--- src/rtl/rv_mem_pkg.sv ---
// Shared definitions for the memory port arbiter.
// Contents: FSM state encoding, grant identifiers, default timeout.
package rv_mem_pkg;

    typedef enum logic [1:0] {
        IDLE   = 2'd0,
        BUSY_I = 2'd1,
        BUSY_D = 2'd2
    } state_t;

    typedef enum logic {
        GNT_I = 1'b0,
        GNT_D = 1'b1
    } grant_t;

    localparam int DEFAULT_TIMEOUT = 255;

endpackage

--- src/rtl/mem_port_arbiter_if.sv ---
// Bundle of the core-side and memory-side handshake signals of the arbiter.
// Modports:
//   slave  - arbiter view: consumes requests and memory responses,
//            drives done/rdata/err and the memory request.
//   master - environment view (core plus memory model): the opposite directions.
interface mem_port_arbiter_if #(
    parameter int ADDR_WIDTH = 64,
    parameter int DATA_WIDTH = 64
);
    logic                  i_req;
    logic [ADDR_WIDTH-1:0] i_addr;
    logic                  i_done;
    logic [31:0]           i_rdata;

    logic                  d_req;
    logic [ADDR_WIDTH-1:0] d_addr;
    logic                  d_we;
    logic [DATA_WIDTH-1:0] d_wdata;
    logic                  d_done;
    logic [DATA_WIDTH-1:0] d_rdata;

    logic                  err;

    logic                  mem_req;
    logic [ADDR_WIDTH-1:0] mem_addr;
    logic                  mem_we;
    logic [DATA_WIDTH-1:0] mem_wdata;
    logic                  mem_ready;
    logic [DATA_WIDTH-1:0] mem_rdata;

    modport slave (
        input  i_req, i_addr, d_req, d_addr, d_we, d_wdata, mem_ready, mem_rdata,
        output i_done, i_rdata, d_done, d_rdata, err,
               mem_req, mem_addr, mem_we, mem_wdata
    );

    modport master (
        output i_req, i_addr, d_req, d_addr, d_we, d_wdata, mem_ready, mem_rdata,
        input  i_done, i_rdata, d_done, d_rdata, err,
               mem_req, mem_addr, mem_we, mem_wdata
    );
endinterface

--- src/rtl/rr_arbiter2.sv ---
// Two-way round-robin choice between fetch and data requests.
// Ports:
//   req_i, req_d  in  effective (already done-masked) requests
//   last_grant    in  requester that won the previous grant
//   gnt_i, gnt_d  out one-hot grant (both 0 when nothing requested)
module rr_arbiter2
    import rv_mem_pkg::*;
(
    input  logic   req_i,
    input  logic   req_d,
    input  grant_t last_grant,
    output logic   gnt_i,
    output logic   gnt_d
);

    always_comb begin
        gnt_i = 1'b0;
        gnt_d = 1'b0;
        if (req_i && req_d) begin
            // tie goes to whoever did not win last time
            if (last_grant == GNT_I) gnt_d = 1'b1;
            else                     gnt_i = 1'b1;
        end else if (req_i) begin
            gnt_i = 1'b1;
        end else if (req_d) begin
            gnt_d = 1'b1;
        end
    end

endmodule

--- src/rtl/mem_port_arbiter.sv ---
// Shares one 64-bit memory port between instruction fetch and data access.
// One transaction at a time; the grant is held until mem_ready or timeout.
// Ports:
//   clk  in  rising-edge clock
//   rst  in  asynchronous active-high reset
//   bus  slave modport: i_* fetch side, d_* data side, err, mem_* memory side
module mem_port_arbiter
    import rv_mem_pkg::*;
#(
    parameter int ADDR_WIDTH     = 64,
    parameter int DATA_WIDTH     = 64,
    parameter int TIMEOUT_CYCLES = DEFAULT_TIMEOUT,
    parameter int CNT_WIDTH      = 8
) (
    input  logic              clk,
    input  logic              rst,
    mem_port_arbiter_if.slave bus
);

    localparam bit                   TO_EN   = (TIMEOUT_CYCLES != 0);
    // counter value on the edge that would bring it to TIMEOUT_CYCLES
    localparam logic [CNT_WIDTH-1:0] TO_LAST = CNT_WIDTH'(TIMEOUT_CYCLES - 1);

    state_t                state, next_state;
    grant_t                last_grant;
    logic [CNT_WIDTH-1:0]  cnt;

    logic [ADDR_WIDTH-1:0] mem_addr_q;
    logic                  mem_we_q;
    logic [DATA_WIDTH-1:0] mem_wdata_q;
    logic                  i_done_q, d_done_q, err_q;
    logic [31:0]           i_rdata_q;
    logic [DATA_WIDTH-1:0] d_rdata_q;

    logic req_i_eff, req_d_eff, gnt_i, gnt_d;
    logic busy, timeout_hit;
    logic take_i, take_d, finish;

    // a request is not re-granted in the cycle its own completion is reported
    assign req_i_eff = bus.i_req & ~i_done_q;
    assign req_d_eff = bus.d_req & ~d_done_q;

    rr_arbiter2 u_rr (
        .req_i      (req_i_eff),
        .req_d      (req_d_eff),
        .last_grant (last_grant),
        .gnt_i      (gnt_i),
        .gnt_d      (gnt_d)
    );

    assign busy        = (state != IDLE);
    // mem_ready on the same edge takes priority over the abort
    assign timeout_hit = TO_EN && busy && !bus.mem_ready && (cnt == TO_LAST);

    always_ff @(posedge clk or posedge rst) begin
        if (rst) state <= IDLE;
        else     state <= next_state;
    end

    always_comb begin
        next_state = state;
        case (state)
            IDLE: begin
                if (gnt_d)      next_state = BUSY_D;
                else if (gnt_i) next_state = BUSY_I;
            end
            BUSY_I, BUSY_D: begin
                if (bus.mem_ready || timeout_hit) next_state = IDLE;
            end
            default: next_state = IDLE;
        endcase
    end

    always_comb begin
        take_i = (state == IDLE) && gnt_i;
        take_d = (state == IDLE) && gnt_d;
        finish = busy && (bus.mem_ready || timeout_hit);
    end

    always_ff @(posedge clk or posedge rst) begin
        if (rst) begin
            last_grant  <= GNT_I;
            cnt         <= '0;
            mem_addr_q  <= '0;
            mem_we_q    <= 1'b0;
            mem_wdata_q <= '0;
            i_done_q    <= 1'b0;
            d_done_q    <= 1'b0;
            err_q       <= 1'b0;
            i_rdata_q   <= '0;
            d_rdata_q   <= '0;
        end else begin
            i_done_q <= finish && (state == BUSY_I);
            d_done_q <= finish && (state == BUSY_D);

            if (finish) begin
                err_q <= !bus.mem_ready;
                if (state == BUSY_I) begin
                    if (!bus.mem_ready)    i_rdata_q <= '0;
                    else if (mem_addr_q[2]) i_rdata_q <= bus.mem_rdata[63:32];
                    else                   i_rdata_q <= bus.mem_rdata[31:0];
                end else begin
                    d_rdata_q <= (bus.mem_ready && !mem_we_q) ? bus.mem_rdata : '0;
                end
            end

            if (take_i) begin
                mem_addr_q  <= bus.i_addr;
                mem_we_q    <= 1'b0;
                mem_wdata_q <= '0;
                last_grant  <= GNT_I;
                cnt         <= '0;
            end else if (take_d) begin
                mem_addr_q  <= bus.d_addr;
                mem_we_q    <= bus.d_we;
                mem_wdata_q <= bus.d_wdata;
                last_grant  <= GNT_D;
                cnt         <= '0;
            end else if (busy && !bus.mem_ready) begin
                cnt <= cnt + CNT_WIDTH'(1);
            end
        end
    end

    assign bus.mem_req   = busy;
    assign bus.mem_addr  = mem_addr_q;
    assign bus.mem_we    = mem_we_q;
    assign bus.mem_wdata = mem_wdata_q;
    assign bus.i_done    = i_done_q;
    assign bus.i_rdata   = i_rdata_q;
    assign bus.d_done    = d_done_q;
    assign bus.d_rdata   = d_rdata_q;
    assign bus.err       = err_q;

endmodule
--- src/flat_wrapper.sv ---
// flat-port wrapper written by rule: the top's interface ports become plain ports
module mem_port_arbiter_flat import rv_mem_pkg::*;
#(
    parameter int ADDR_WIDTH     = 64,
    parameter int DATA_WIDTH     = 64,
    parameter int TIMEOUT_CYCLES = DEFAULT_TIMEOUT,
    parameter int CNT_WIDTH      = 8
)
  (clk, rst, bus_i_req, bus_i_addr, bus_d_req, bus_d_addr, bus_d_we, bus_d_wdata, bus_mem_ready, bus_mem_rdata, bus_i_done, bus_i_rdata, bus_d_done, bus_d_rdata, bus_err, bus_mem_req, bus_mem_addr, bus_mem_we, bus_mem_wdata);
  mem_port_arbiter_if #(.ADDR_WIDTH(ADDR_WIDTH), .DATA_WIDTH(DATA_WIDTH)) bus_i ();
  input  logic clk;
  input  logic rst;
  input wire logic [$bits(bus_i.i_req)-1:0] bus_i_req;
  input wire logic [$bits(bus_i.i_addr)-1:0] bus_i_addr;
  input wire logic [$bits(bus_i.d_req)-1:0] bus_d_req;
  input wire logic [$bits(bus_i.d_addr)-1:0] bus_d_addr;
  input wire logic [$bits(bus_i.d_we)-1:0] bus_d_we;
  input wire logic [$bits(bus_i.d_wdata)-1:0] bus_d_wdata;
  input wire logic [$bits(bus_i.mem_ready)-1:0] bus_mem_ready;
  input wire logic [$bits(bus_i.mem_rdata)-1:0] bus_mem_rdata;
  output wire logic [$bits(bus_i.i_done)-1:0] bus_i_done;
  output wire logic [$bits(bus_i.i_rdata)-1:0] bus_i_rdata;
  output wire logic [$bits(bus_i.d_done)-1:0] bus_d_done;
  output wire logic [$bits(bus_i.d_rdata)-1:0] bus_d_rdata;
  output wire logic [$bits(bus_i.err)-1:0] bus_err;
  output wire logic [$bits(bus_i.mem_req)-1:0] bus_mem_req;
  output wire logic [$bits(bus_i.mem_addr)-1:0] bus_mem_addr;
  output wire logic [$bits(bus_i.mem_we)-1:0] bus_mem_we;
  output wire logic [$bits(bus_i.mem_wdata)-1:0] bus_mem_wdata;
  assign bus_i.i_req = bus_i_req;
  assign bus_i.i_addr = bus_i_addr;
  assign bus_i.d_req = bus_d_req;
  assign bus_i.d_addr = bus_d_addr;
  assign bus_i.d_we = bus_d_we;
  assign bus_i.d_wdata = bus_d_wdata;
  assign bus_i.mem_ready = bus_mem_ready;
  assign bus_i.mem_rdata = bus_mem_rdata;
  assign bus_i_done = bus_i.i_done;
  assign bus_i_rdata = bus_i.i_rdata;
  assign bus_d_done = bus_i.d_done;
  assign bus_d_rdata = bus_i.d_rdata;
  assign bus_err = bus_i.err;
  assign bus_mem_req = bus_i.mem_req;
  assign bus_mem_addr = bus_i.mem_addr;
  assign bus_mem_we = bus_i.mem_we;
  assign bus_mem_wdata = bus_i.mem_wdata;
  mem_port_arbiter #(.ADDR_WIDTH(ADDR_WIDTH), .DATA_WIDTH(DATA_WIDTH), .TIMEOUT_CYCLES(TIMEOUT_CYCLES), .CNT_WIDTH(CNT_WIDTH)) u_core (.clk(clk), .rst(rst), .bus(bus_i));
endmodule
--- config.mk ---
export PLATFORM = sky130hd
export DESIGN_NAME = mem_port_arbiter_flat
export DESIGN_NICKNAME = d
export VERILOG_FILES = /design/src/rtl/rv_mem_pkg.sv /design/src/rtl/mem_port_arbiter_if.sv /design/src/rtl/rr_arbiter2.sv /design/src/rtl/mem_port_arbiter.sv /design/src/flat_wrapper.sv
export SDC_FILE = /design/constraint.sdc
export NUM_CORES = 1
export LEC_CHECK = 0
export ABC_CLOCK_PERIOD_IN_PS = 10200
export BUFFER_PORTS_ARGS = -buffer_cell sky130_fd_sc_hd__buf_2
export CAP_MARGIN = 0
export CORE_AREA = 2 2 190 192
export DETAILED_ROUTE_END_ITERATION = 6
export DIE_AREA = 0 0 192 194
export GPL_TIMING_DRIVEN = 0
export PLACE_DENSITY = 0.64
export SLEW_MARGIN = 0
export SYNTH_ARGS = -nofsm -noshare
export SYNTH_HDL_FRONTEND = slang
export SYNTH_SLANG_ARGS = --single-unit
--- constraint.sdc ---
create_clock -name clk -period 10.2 [get_ports clk]
set_input_delay 1.02 -clock clk [delete_from_list [all_inputs] [get_ports clk]]
set_output_delay 1.02 -clock clk [all_outputs]
set_load 0.1 [all_outputs]
==> flow_metrics.tcl, run 1 <==
set metrics [dict create \
    wl_per_cell_um 20.6 \
    slew_headroom 0.375 \
    skew_ps 16.3 \
    hold_path_end "u_core.bus.mem_wdata[58]" \
    timing.rr.end "u_core.bus.i_rdata[4]" \
    hold_path_startpoint "u_core.bus.mem_wdata[58]" \
    syn-num-nets 1321 \
    final_nets 1841 \
    syn_inst 1054 \
    grt_pass1_vias 10800 \
    vias_per_cell 5.23 \
    overflow 0 \
    ys_seq_area_frac 0.544 \
    worst_pin_slew_ps 937 \
    final_common_cell "buf_2" \
    synth_cell_types 40 \
    grt_pass1_wl_mm 63.6 \
    hold_violations 0 \
    drive_above_1_share 0.397 \
    worstSetupPathType "flip-flop to output pin" \
    fin_area_mm2 0.0149 \
    most-common-layout-cells "513 x buf_2, 239 x dfrtp_1, 166 x o21ai_0" \
    postCtsSetupBuffers 0 \
    rsz0062_at_grt "false" \
    vias 10700 \
    die_h_um 194 \
    dr.pass1.iters 5 \
    htree_levels 1 \
    drv_slew 0 \
    layout.cells.non_filler 2053 \
    drcViolationCount 0 \
    rows 69 \
    core_mm2 0.0352 \
    gp_congestion 0.859 \
    grt_max_degree 126 \
    insertion_delay_ps 550 \
    cts_hold_buf 0 \
    slowest_delay_ps 460 \
    dieArea_mm2 0.0372 \
    start_util 0.312 \
    netlist_area_mm2 0.0110 \
    ant_nets 0 \
    cts_tree "built" \
    cts-root-buf "clkbuf_16" \
    period_share 0.301 \
    crit_chain "inv_1, ha_1, buf_2, inv_1, buf_2" \
    arrival_ps 2050 \
    wirelength_mm 42.2 \
    dp_cells 2006 \
    cts_resized 0 \
    synth_edf_count 0 \
    path_clk_slew_ps 60 \
    slowest_stage "buf_2" \
    ys_seq_elements 239 \
    critical_path_required_ps 9180 \
    dp_hpwl_mm 31.7 \
    r2r-start "u_core.state[1]" \
    async_reset_ff_frac 1.00 \
    io_buffers 490 \
    rr_worst_depth 7 \
    finalCriticalPeriod_ps 3070 \
    cap_violations 0 \
    cts_buffers 27 \
    worst_setup_path_end_kind "output pin" \
    fmax_mhz 325 \
    cp_top_family "buffers and inverters" \
    min_path_cells 1 \
    cts_buffer_depth 3 \
    crit_buf_inv 4 \
    antenna_found_initial 4 \
    tns_ps 0 \
    ff2ff_setup_slack_ps 7610 \
    ys.flop_type "dfrtp_1" \
    area_growth_pct 35.4 \
    cts.sinks 239 \
    postSynthAreaPerCell_um2 10.4 \
    critPathMaxFanout 10 \
    first_iter_violations 551 \
    status "finished, final reports clean" \
    cp-start-kind "flip-flop" \
    grt_usage 0.218 \
    setup_viol 0 \
    place_area_mm2 0.0141 \
    die_w_um 192 \
    min_path_type "flip-flop to flip-flop" \
    yosys_warnings 0 \
    ios 491 \
]
[cells by family after synthesis]
family          Yosys count  share of synthesized area
compound gates          410                      0.244
flops                   239                      0.544
buf+inv                 204                     0.0729
simple gates            164                      0.101
mux                      32                     0.0328
fa+ha+maj                 5                    0.00569
[state kept, by name, indices dropped and copies added, names as in the netlist]
name	count
u_core.bus.d_done	1
u_core.bus.d_rdata	64
u_core.bus.err	1
u_core.bus.i_done	1
u_core.bus.i_rdata	32
u_core.bus.mem_addr	64
u_core.bus.mem_wdata	64
u_core.bus.mem_we	1
u_core.cnt	8
u_core.last_grant	1
u_core.state	2
[cell type report]
class / count / area (um2)
fill: 3478 / 20300
sequential: 239 / 5980
multi-input combinational: 611 / 4210
timing repair buffer: 491 / 2480
clock buffer: 38 / 757
tap: 461 / 577
buffer: 101 / 415
inverter: 103 / 394
clock inverter: 7 / 66.3
antenna: 2 / 5.00
[per-stage QoR]
| step | setup slack, ps | utilization | hold WS [ps] |
|---|---|---|---|
| after global routing | 7020 | 0.423 | 503 |
| after CTS | 7070 | 0.423 | 498 |
| after global placement | -296 | 0.398 | 479 |
| after detailed placement | 7290 | 0.399 | 476 |
| final | 7130 | 0.423 | 494 |
| after floorplan | 2620 | - | 463 |
[synthesized netlist by cell type (3+ instances only)]
cell type | instances | area share
nor2_1 | 3 | 0.0010
clkbuf_1 | 75 | 0.026
a22oi_1 | 64 | 0.044
a31oi_1 | 67 | 0.038
or3b_2 | 42 | 0.033
mux2_2 | 32 | 0.033
buf_2 | 23 | 0.010
nand2_1 | 3 | 0.0010
nor3_1 | 65 | 0.030
dfrtp_1 | 239 | 0.54
a22o_1 | 65 | 0.052
inv_1 | 103 | 0.035
or3_1 | 5 | 0.0028
nand2b_1 | 3 | 0.0017
a2bb2oi_1 | 32 | 0.025
a21oi_1 | 7 | 0.0032
or3b_1 | 23 | 0.018
ha_1 | 5 | 0.0057
o21ai_0 | 166 | 0.076
and2_1 | 4 | 0.0023
[per-layer routing]
layer / global-route usage / wire length (um)
met3: 0.0536 / 3680
met4: 0.0650 / 904
met1: 0.272 / 16800
met5: 0 / 29
met2: 0.372 / 20800
[worst max-delay path by stage]
stage                          from                 endpoint  slack, ps  depth (start not counted)
CTS                 u_core.state[1]              bus_mem_req       7070                          5
global route        u_core.state[1]              bus_mem_req       7020                          5
detailed placement    bus_mem_ready    u_core.bus.i_rdata[4]       7290                          6
floorplan                       rst        u_core.bus.d_done       2620                          1
global placement                rst  u_core.bus.mem_addr[36]       -300                          2
finish              u_core.state[1]              bus_mem_req       7130                          5
Power of run 1 is left out: the tool's default activity adds up to more than one toggle a clock period on the data nets, which glitch-free logic cannot reach.
==> run 2, diff against run 1 <==
Settings changed: ABC_CLOCK_PERIOD_IN_PS 10200 to 3100.
Clock period 10.2 ns to 3.1 ns, I/O delays scaled along.
==> flow_metrics.tcl, run 2 (synthesis gave the netlist of run 1 again) <==
set metrics [dict create \
    fmax_mhz 391 \
    min_path_type "primary input to flip-flop" \
    slowest_delay_ps 500 \
    area_growth_pct 48.5 \
    core_mm2 0.0352 \
    path_clk_slew_ps 60 \
    cap_violations 0 \
    critPathMaxFanout 10 \
    cp-start-kind "flip-flop" \
    dieArea_mm2 0.0372 \
    cts-root-buf "clkbuf_16" \
    dp_hpwl_mm 31.6 \
    drv_slew 0 \
    cts_hold_buf 123 \
    most-common-layout-cells "513 x buf_2, 239 x dfrtp_1, 166 x o21ai_0" \
    grt_max_degree 40 \
    finalCriticalPeriod_ps 2560 \
    crit_top_cell "clkbuf_1" \
    cts_buffer_depth 3 \
    worstSetupPathType "flip-flop to flip-flop" \
    cts.sinks 239 \
    wl_per_cell_um 20.0 \
    gp_congestion 0.883 \
    final_common_cell "buf_2" \
    top_usage_layer "met2" \
    wirelength_mm 43.9 \
    start_util 0.312 \
    hold_violations 0 \
    cts_buffers 29 \
    rows 69 \
    grt_usage 0.229 \
    final_core_util 0.464 \
    htree_levels 1 \
    status "finished, final reports clean" \
    final_nets 1971 \
    cts_resized 0 \
    setup_viol 0 \
    die_h_um 194 \
    crit_chain "inv_1, ha_1, clkbuf_1, and3b_1, clkbuf_1, clkbuf_1, a2bb2oi_1, o21ai_0" \
    dr.pass1.iters 5 \
    ios 491 \
    skew_ps 14.1 \
    use_met2 0.388 \
    overflow 0 \
    use_met1 0.280 \
    drive_above_1_share 0.372 \
    rsz0062_at_grt "false" \
    antenna_found_initial 3 \
    grt_util_met3 0.0514 \
    die_w_um 192 \
    cts_tree "built" \
    vias_per_cell 5.14 \
    insertion_delay_ps 560 \
    slowest_stage "clkbuf_1" \
    slew_headroom 0.355 \
    first_iter_violations 574 \
    grt_pass1_vias 11600 \
    worst_pin_slew_ps 967 \
    vias 11300 \
    drcViolationCount 0 \
    worst_setup_path_end_kind "flip-flop" \
    period_share 0.824 \
    io_buffers 490 \
    ant_nets 0 \
    postCtsSetupBuffers 0 \
    arrival_ps 3030 \
    grt_pass1_wl_mm 66.7 \
    critical_path_required_ps 3570 \
]
==> run 2: cell types whose count changed in the layout (fill, tap and decap cells not counted), moves of 2 or more <==
cell	previous run	this run
dlygate4sd3_1	0	123
clkbuf_1	82	84
diode_2	2	4
buf_12	0	6
clkbuf_16	27	29
clkbuf_8	4	7
==> run 2: layer usage <==
layer  up-vias  share of wire
li1       5169              -
met1      5469           0.40
met2       540           0.49
met3        94          0.079
met4         0          0.035
met5         -              0
==> run 2: stage by stage <==
stage	setup slack [ps]	hold slack (ps)	std cells	instance area [um2]	setup TNS (ps)
floorplan	-344	449	1054	11000	-82180
global placement	-1930	479	2005	14000	-453540
detailed placement	464	326	2011	14100	0
CTS	433	3.77	2188	16300	0
global route	284	11.9	2191	16300	0
finish	544	30.1	2192	16300	0
==> run 2: critical path, delay by kind of cell, from the launching register on <==
kind / cells / cell delay [ps]
simple gates: 1 / 260
fa+ha+maj: 1 / 150
buf+inv: 4 / 1410
compound gates: 2 / 250
flops: 1 / 390
==> run 2: worst paths after layout <==
| check | start | slack, ps | cells after the start | to |
|---|---|---|---|---|
| max | u_core.state[1] | 540 | 8 | u_core.bus.i_rdata[7] |
| max reg2reg | u_core.state[1] | 540 | 8 | u_core.bus.i_rdata[7] |
| min reg2reg | u_core.bus.mem_wdata[15] | 490 | 1 | u_core.bus.mem_wdata[15] |
| min | bus_mem_rdata[10] | 30 | 3 | u_core.bus.d_rdata[10] |
| max in group asynchronous | rst | 1700 | 6 | u_core.bus.mem_wdata[7] |
| min in group asynchronous | rst | 290 | 3 | u_core.bus.d_rdata[0] |
==> run 2: final cells by class <==
cell class | instances | area [um2]
plain buffers | 101 | 415
clock inverters | 9 | 86.3
multi-input cells | 611 | 4210
clock buffers | 45 | 856
fillers | 3283 | 18900
well taps | 461 | 577
inverters | 103 | 390
flip-flops and latches | 239 | 5980
repair buffers | 619 | 3800
diodes | 4 | 10.0
Power of run 2 is left out for the same reason.
